==> src/rtl/shot_pkg.sv <==
// Shared definitions for the player-bullet pool: FSM encoding, defaults and
// screen limits that the bullet datapaths also use.
package shot_pkg;

   typedef enum logic [1:0] {
      S_IDLE   = 2'd0,
      S_LAUNCH = 2'd1,
      S_COOL   = 2'd2
   } state_t;

   localparam int DEF_NSLOT    = 4;
   localparam int DEF_COOLDOWN = 100;

   localparam int SCREEN_TOP   = 71;
   localparam int HIT_HALF_W   = 15;
   localparam int HIT_HALF_H   = 18;

   function automatic logic [15:0] sat_inc16(input logic [15:0] v);
      return (v == 16'hFFFF) ? v : v + 16'd1;
   endfunction

endpackage

==> src/rtl/rr_pick.sv <==
// Combinational round-robin finder: grants the first set bit of free_i,
// searching from ptr_i upward and wrapping at N.
module rr_pick #(
   parameter int N  = 4,
   parameter int PW = (N > 1) ? $clog2(N) : 1
) (
   input  logic [N-1:0]  free_i,
   input  logic [PW-1:0] ptr_i,
   output logic [N-1:0]  grant_o,
   output logic          any_free_o
);

   logic          found;
   logic [PW-1:0] idx;

   always_comb begin
      grant_o = '0;
      found   = 1'b0;
      idx     = '0;
      for (int k = 0; k < N; k++) begin
         idx = PW'((int'(ptr_i) + k) % N);
         if (!found && free_i[idx]) begin
            grant_o[idx] = 1'b1;
            found        = 1'b1;
         end
      end
   end

   assign any_free_o = |free_i;

endmodule

==> src/rtl/shot_sched.sv <==
// Player-fire controller: allocates fire requests onto free bullet slots,
// enforces the refire cooldown and recalls all bullets when the game stops.
module shot_sched
   import shot_pkg::*;
#(
   parameter int NSLOT    = DEF_NSLOT,
   parameter int COOLDOWN = DEF_COOLDOWN,
   parameter int CW       = 7
) (
   input  logic             clk_1ms,
   input  logic             rst,
   input  logic             enable,
   input  logic             fire,
   input  logic [9:0]       planex,
   input  logic [9:0]       planey,
   input  logic [NSLOT-1:0] retire,
   output logic [NSLOT-1:0] launch,
   output logic [9:0]       launchx,
   output logic [9:0]       launchy,
   output logic [NSLOT-1:0] busy,
   output logic             recall,
   output logic             cooling,
   output logic             stall,
   output logic [15:0]      shots
);

   localparam int PW = (NSLOT > 1) ? $clog2(NSLOT) : 1;

   state_t           state_q;
   logic [NSLOT-1:0] busy_q, launch_q, busy_d, free_d, grant_d;
   logic             any_free_d;
   logic [PW-1:0]    ptr_q, slot_q, slot_d, ptr_d;
   logic [CW-1:0]    cnt_q;
   logic [15:0]      shots_q;
   logic [9:0]       launchx_q, launchy_q;
   logic             recall_q, cooling_q, stall_q, en_q;

   // Same-edge retires free their slot for this cycle's allocation.
   assign busy_d = busy_q & ~retire;
   assign free_d = ~busy_d;

   rr_pick #(.N(NSLOT), .PW(PW)) u_pick (
      .free_i     (free_d),
      .ptr_i      (ptr_q),
      .grant_o    (grant_d),
      .any_free_o (any_free_d)
   );

   always_comb begin
      slot_d = '0;
      for (int i = 0; i < NSLOT; i++) begin
         if (grant_d[i]) slot_d = PW'(i);
      end
   end

   assign ptr_d = (slot_q == PW'(NSLOT - 1)) ? '0 : slot_q + PW'(1);

   always_ff @(posedge clk_1ms or posedge rst) begin
      if (rst) begin
         state_q   <= S_IDLE;
         busy_q    <= '0;
         launch_q  <= '0;
         ptr_q     <= '0;
         slot_q    <= '0;
         cnt_q     <= '0;
         shots_q   <= '0;
         launchx_q <= '0;
         launchy_q <= '0;
         recall_q  <= 1'b0;
         cooling_q <= 1'b0;
         stall_q   <= 1'b0;
         en_q      <= 1'b0;
      end else begin
         en_q      <= enable;
         recall_q  <= en_q & ~enable;
         launch_q  <= '0;
         stall_q   <= 1'b0;
         cooling_q <= 1'b0;
         if (!enable) begin
            // Game stopped: park everything; shots is deliberately kept.
            state_q <= S_IDLE;
            busy_q  <= '0;
            ptr_q   <= '0;
            cnt_q   <= '0;
         end else begin
            busy_q <= busy_d;
            unique case (state_q)
               S_IDLE: begin
                  if (fire && any_free_d) begin
                     launch_q  <= grant_d;
                     busy_q    <= busy_d | grant_d;
                     slot_q    <= slot_d;
                     launchx_q <= planex;
                     launchy_q <= planey;
                     state_q   <= S_LAUNCH;
                  end else begin
                     stall_q <= fire & ~any_free_d;
                  end
               end
               S_LAUNCH: begin
                  ptr_q     <= ptr_d;
                  shots_q   <= sat_inc16(shots_q);
                  cnt_q     <= CW'(COOLDOWN - 1);
                  cooling_q <= 1'b1;
                  state_q   <= S_COOL;
               end
               S_COOL: begin
                  if (cnt_q == '0) begin
                     state_q <= S_IDLE;
                  end else begin
                     cnt_q     <= cnt_q - CW'(1);
                     cooling_q <= 1'b1;
                  end
               end
               default: state_q <= S_IDLE;
            endcase
         end
      end
   end

   assign launch  = launch_q;
   assign launchx = launchx_q;
   assign launchy = launchy_q;
   assign busy    = busy_q;
   assign recall  = recall_q;
   assign cooling = cooling_q;
   assign stall   = stall_q;
   assign shots   = shots_q;

endmodule

==> config.mk <==
export PLATFORM = sky130hd
export DESIGN_NAME = shot_sched
export DESIGN_NICKNAME = d
export VERILOG_FILES = /design/src/rtl/shot_pkg.sv /design/src/rtl/rr_pick.sv /design/src/rtl/shot_sched.sv
export SDC_FILE = /design/constraint.sdc
export NUM_CORES = 1
export LEC_CHECK = 0
export ABC_AREA = 1
export BUFFER_PORTS_ARGS = -buffer_cell sky130_fd_sc_hd__buf_4
export CORE_MARGIN = 10
export CORE_UTILIZATION = 48
export DETAILED_ROUTE_END_ITERATION = 10
export GPL_TIMING_DRIVEN = 0
export PLACE_DENSITY = 0.73
export SETUP_SLACK_MARGIN = 0.02
export SLEW_MARGIN = 40
export SYNTH_ARGS = -nofsm -noshare
export SYNTH_HDL_FRONTEND = slang
export SYNTH_SLANG_ARGS = --single-unit
==> constraint.sdc <==
create_clock -name clk_1ms -period 1.65 [get_ports clk_1ms]
set_input_delay 0.165 -clock clk_1ms [delete_from_list [all_inputs] [get_ports clk_1ms]]
set_output_delay 0.165 -clock clk_1ms [all_outputs]
set_load 0.1 [all_outputs]
# Word-level counts from Yosys, hierarchy flattened
# Cells that the tools add are included.
# W data, S select, Z words.
[word_totals]
romBits = 0
out_inout_bits = 47
mem_count = 0
mem_bits_rw = 0
word_cells = 114
latchBits = 0
reg_bits = 61
[classes]
n_mux = 48
div_mod_pow = 0
mul = 0
bitwise_logic = 12
n_addsub = 6
order_cmp = 8
n_eq_ne = 9
shift = 0
n_reduce_logical = 18
[op_table]
columns = ["op", "n"]
rows = [
  ["$mux W4", 10],
  ["$mux W1", 17],
  ["$add A16 B1 Y16 const B", 1],
  ["$eq A16 B16 Y1 const B", 1],
  ["$mux W2", 8],
  ["$or A4 B4 Y4", 4],
  ["$mux W7", 2],
  ["$pmux W7 S2", 1],
  ["$lt A2 B3 Y1 const B", 4],
  ["$ne A3 B3 Y1 const B", 3],
  ["$bmux W1 S2", 4],
  ["$demux W1 S2", 4],
  ["$ge A2 B1 Y1 const B", 4],
  ["$logic_and A1 B1 Y1", 8],
  ["$not A4 Y4", 2],
  ["$logic_not A7 Y1", 1],
  ["$sub A7 B1 Y7 const B", 1],
  ["$pmux W2 S3", 1],
  ["$reduce_and A3 Y1", 2],
  ["$add A2 B1 Y2 const B", 2],
  ["$add A2 B2 Y2 const B", 2],
  ["$and A4 B4 Y4", 1],
  ["$eq A2 B2 Y1 const B", 2],
  ["$reduce_and A2 Y1", 2],
  ["other kinds (9)", 14],
]

# Depth between registers and ports, before layout
[depth]
word_depth = 19
ltp_mapped = 12
ltp_nobuf = 12

# Modules after synthesis
# Synthesis repeated with hierarchy kept, for this count alone.
[hier_totals]
cells_unflattened = 435
area_unflattened_um2 = 3333.2
[modules_own_cells]
columns = ["module", "instances", "cells_per_inst", "area_per_inst_um2"]
rows = [
  ["shot_sched", 1, 361, 2927.8],
  ["rr_pick", 1, 74, 405.4],
]

# Least setup slack after synthesis
# No wires, ideal clock.
[synth_path]
path_kind = "register -> register"
startpoint = "reg shots_q[0], in the netlist shots[0]"
endpoint = "reg shots_q[11], in the netlist shots[11]"
arrival_time_ns = 2.180
path_stages_with_launch = 11
setup_slack_ns = -0.656
path_cell_list = "dfrtp_1 > ha_1 > nand3_1 > nor2_1 > nand4_2 > nand2_4 > nor2_4 > nand3_2 > nor2_1 > nand2_1 > nand2_1"
[synth_via]
elab_chain_len = 3
elab_cells_between_ends = 4
classes_between = "add/sub: 1; eq/ne: 1; bitwise: 1; reduce/logical: 1"
[synth_rtl]
columns = ["item", "line", "rtl"]
rows = [
  ["start, declared", "shot_sched.sv:34", "logic [15:0] shots_q;"],
  ["start signal, assigned", "shot_sched.sv:102", "shots_q <= sat_inc16(shots_q);"],
  ["parallel branches: the longest is 3 deep, another holds $add A16 B1 Y16", "--", ""],
]
# Parallel ways; which one is timed is not known.
# A chain may end at the register's enable or synchronous reset.

# Worst setup path after layout
[layout_path]
startpoint = "reg ptr_q[0]"
endpoint = "reg slot_q[0]"
[layout_via]
elab_chain_len = 15
elab_cells_between_ends = 50
classes_between = "add/sub: 3; order compare: 8; mux: 26; bitwise: 3; reduce/logical: 10"
[layout_rtl]
columns = ["item", "line", "rtl"]
rows = [
  ["start, declared", "shot_sched.sv:32", "logic [PW-1:0] ptr_q, slot_q, slot_d, ptr_d;"],
  ["start signal, assigned", "shot_sched.sv:101", "ptr_q <= ptr_d;"],
  ["parallel branches: the longest is 11 deep, another holds $lt A2 B3 Y1", "--", ""],
  ["$mux W4 (*)", "rr_pick.sv:22", "if (!found && free_i[idx]) begin"],
  ["$mux W1", "shot_sched.sv:52", "if (grant_d[i]) slot_d = PW'(i);"],
  ["$mux W2", "shot_sched.sv:52", ""],
  ["$mux W2 (*)", "shot_sched.sv:52", ""],
  ["end signal, assigned", "shot_sched.sv:92", "slot_q <= slot_d;"],
  ["end, declared", "shot_sched.sv:32", ""],
]
# Every way passes the cells marked *. The select of a mux whose other input is x is not followed.

==> summary.txt <==
GRT
  • Gr ovfl total: 0
  • Initial antenna violation count: 0
  • First-pass GRT wire length: between 10000 and 15000 um
  • Vias in the first global route: approximately 2600
  • Global-route usage over all layers: 0.151
  • Maximum number of pins on one net before global-route repair: 26

STA
  • Pins over their slew limit: 0
  • Rel. slew slack: 0.742
  • Fin crit period: around 1700 ps
  • Actual transition at the worst max-transition pin: between 300 and 400 ps
  • Worst path setup slack after routing: -47.0 ps
  • Final setup violation count: 6
  • Setup repair after global routing missed its margin: yes
  • Hold violation count in the final report: 0
  • Clock Skews: ~8.9 ps
  • Share of the cycle needed by the critical path after routing: 1.03
  • Achievable clock frequency: 0.589 GHz
  • Setup TNS: -106 ps

Synth
  • Count of mapped cells out of synthesis: approximately 380
  • Top area cells in the synthesized netlist: dfrtp_1 (48%), nand2_1 (14%), ha_1 (6.3%), nand3_1 (5.5%), inv_1 (4.9%)
  • EDFF count, synth: 0
  • Synth async-reset ratio: 1.00
  • Synthesized area per cell: around 8.4 sq um
  • Cell Area, Synth: about 3200 sq um
  • #FFs+latches synth: 61
  • Netlist cell types: 33
  • Cell type contributing the most total cell area after synthesis: dfrtp_1
  • Number of nets in the synthesized netlist: 420
  • Area share of the largest cell type after synthesis: 0.482
  • Most used DFF post-synth: dfrtp_1
  • Top cells by instance count after synthesis: nand2_1 (122), dfrtp_1 (61), inv_1 (41), nand3_1 (35), ha_1 (16)
  • Share of synthesized area occupied by flip-flops and latches: 0.482
  • Count of warnings emitted by yosys: 0
  • Most instantiated library cell after synthesis: nand2_1

Placed design
  • RD Place Congestion: around 0.84
  • Pre-CTS worst setup slack: -203 ps
  • Standard cell area after detailed placement: ~4000 sq um
  • Placed cells: ~530
  • HPWL Detailed: roughly 5800 um
  • PortBufs: 74

Worst setup path
  • Endpoint arrival time on the critical path: around 1900 ps
  • Peak fanout along the critical path: 8
  • Cell with the biggest individual delay on the critical path: dfrtp_2
  • Ordered list of cells on the worst path: clkinv_4, ha_4, inv_2, nand3_2, nand2_4, nor2_4, nand3_2, nand3_2, inv_2, nand3_2, nand2_2
  • Category of the worst setup path capture point: flip-flop
  • Delay of the slowest cell on the worst path: between 300 and 400 ps
  • Crit Path Category: flip-flop to flip-flop
  • Worst Path Required: around 1900 ps
  • Dominant cell type by count on the critical path: nand3_2
  • Kind of start point of the critical path: flip-flop

Clock tree
  • Number of clock sinks seen by CTS: 61
  • Register clock-pin slew on the reported worst setup and hold paths: ~70 ps
  • Clock insertion delay at the later pin of the skew report: 340 ps
  • TritonCTS clock tree: built
  • H-tree depth: 3
  • Maximum buffer depth of the clock tree: 2
  • CTS root buf: clkbuf_8
  • Inserted Clock Buffers: 9

Routing
  • Number of nets still failing antenna checks after routing: 0
  • Initial DRT Pass Iterations: 4
  • Routed via count divided by cell count: around 4.9
  • Detailed-route via count: between 2000 and 3000
  • Post-detailed-routing wire length: 8000 um
  • Routed length per placed instance: ~14 um
  • Drc violations: 0
  • Iter 0 DRT Violations: 76

Cells and area
  • Post-Layout Cell Count: roughly 570
  • Fraction of final layout cells sized beyond drive strength 1: 0.431
  • Footprint of the flip-flops and latches: about 1600 sq um
  • Number of fill cells: around 500
  • Area used by multi-input combinational logic: roughly 1700 sq um
  • Synth-to-Final Area Change: 42.8%
  • Net count of the finished layout: between 500 and 600
  • Antenna diode instance count: 0
  • Area of all placed cells without fillers: 4520 sq um

Power
  • Power Density: between 1000 and 1500 nW/um^2
  • Worst supply voltage drop on vdd: 0.00173 V
  • Total power: about 6400 uW
  • Leakage: 0.00231 uW

Floorplanning
  • Std-Cell Core Area: approximately 6400 sq um
  • Cell row count: 29
  • I/O Pins: 75
  • Area of the die: ~10000 sq um
  • Starting Density: 0.496
  • Height of the die: 101 um
  • DIE WIDTH: between 100 and 150 um

Outcome
  • Failing checks: negative setup slack
  • Status: finished with violations

Run
  • Max-Cap Viols: 0

Hold path
  • Path type of the worst min-delay path: primary input to flip-flop
==> cell type report <==
cell class                 count  share of cell area
buffer                         5             0.00885
clock buffer                  10              0.0304
clock inverter                 6              0.0138
inverter                      45              0.0409
multi-input combinational    266               0.365
sequential                    61               0.343
tap                           77              0.0213
timing repair buffer         101               0.176
==> routing by layer <==
layer  track usage  share of wire  vias up
li1              -              -     1431
met1         0.185           0.44     1321
met2         0.246           0.49       54
met3        0.0415          0.054       11
met4        0.0579          0.014        0
met5             0              0        -
==> per-stage QoR <==
stage,utilization,hold slack [ps]
after floorplan,-,196
after global placement,0.624,299
after detailed placement,0.631,186
after CTS,0.678,5.02
after global routing,0.708,7.77
final,0.708,24.0
==> cells in the final DEF (no fill, tap or decap), types with 3 or more instances in the layout <==
cell type   netlist  layout
xnor2_1           5       5
nor2_4            3       5
nand3_2           6      25
nand2_2           7      11
dfrtp_1          61      40
nand4_1           6       6
clkinvlp_4        0       4
a21oi_1           6       5
ha_1             16      12
dfrtp_2           0      21
inv_2             3       8
xor2_1            8       8
nor2_1           14      12
buf_4             0      97
o21ai_0          14      12
nand2_1         122     117
clkbuf_8          0      10
nand2_4           1       3
nand3_1          35      15
ha_4              0       3
o21ai_2           3       5
inv_1            41      33
==> critical path: cells and delay by family, from the launching register on <==
family	cells	cell delay, ps
simple gates	7	740
flops	1	390
buf+inv	3	170
fa+ha+maj	1	280
==> sequential cells by signal (all words and copies together) (netlist names) <==
signal and flops:
ptr_q 2, state_q 2, busy 4, cooling 1, stall 1, launchx 10, launchy 10, en_q 1
cnt_q 7, shots 16, slot_q 2, launch 4, recall 1
==> worst paths after layout <==
| path | from | to | slack [ps] | depth (start not counted) |
|---|---|---|---|---|
| worst max-delay path | ptr_q[0]$_DFFE_PP0P_ | slot_q[0]$_DFFE_PP0P_ | -50 | 11 |
| worst min-delay path | planex[6] | launchx[6]$_DFFE_PP0P_ | 20 | 3 |
| worst max register to register | ptr_q[0]$_DFFE_PP0P_ | slot_q[0]$_DFFE_PP0P_ | -50 | 11 |
| worst min register to register | en_q$_DFF_PP0_ | recall$_DFF_PP0_ | 460 | 2 |
| max in group asynchronous | rst | busy[0]$_DFF_PP0_ | 830 | 4 |
| min in group asynchronous | rst | shots[10]$_DFFE_PP0P_ | 360 | 3 |
==> logic make-up after synthesis <==
group	share of synthesized area
buffers and inverters	0.0620
xor gates and xnor gates	0.0359
DFF	0.482
and+or+nand+nor	0.302
AOI/OAI and AO/OA	0.0549
adders and majority gates	0.0632
==> where the power goes <==
group | internal (uW) | switching (uW)
clock | 732 | 608
combinational | 792 | 2290
sequential | 1770 | 204
total | 3300 | 3100
==> timing repair <==
action / in CTS / in global routing
hold endpoints to repair: 13 / 0
gates resized for setup: 6 / 23
setup endpoints to repair: 15 / 37
cloned: 0 / 1
setup buffers: 8 / 15
hold buffers: 2 / 0
pin swaps: 1 / 13
Power figures use the tool's default switching activity.
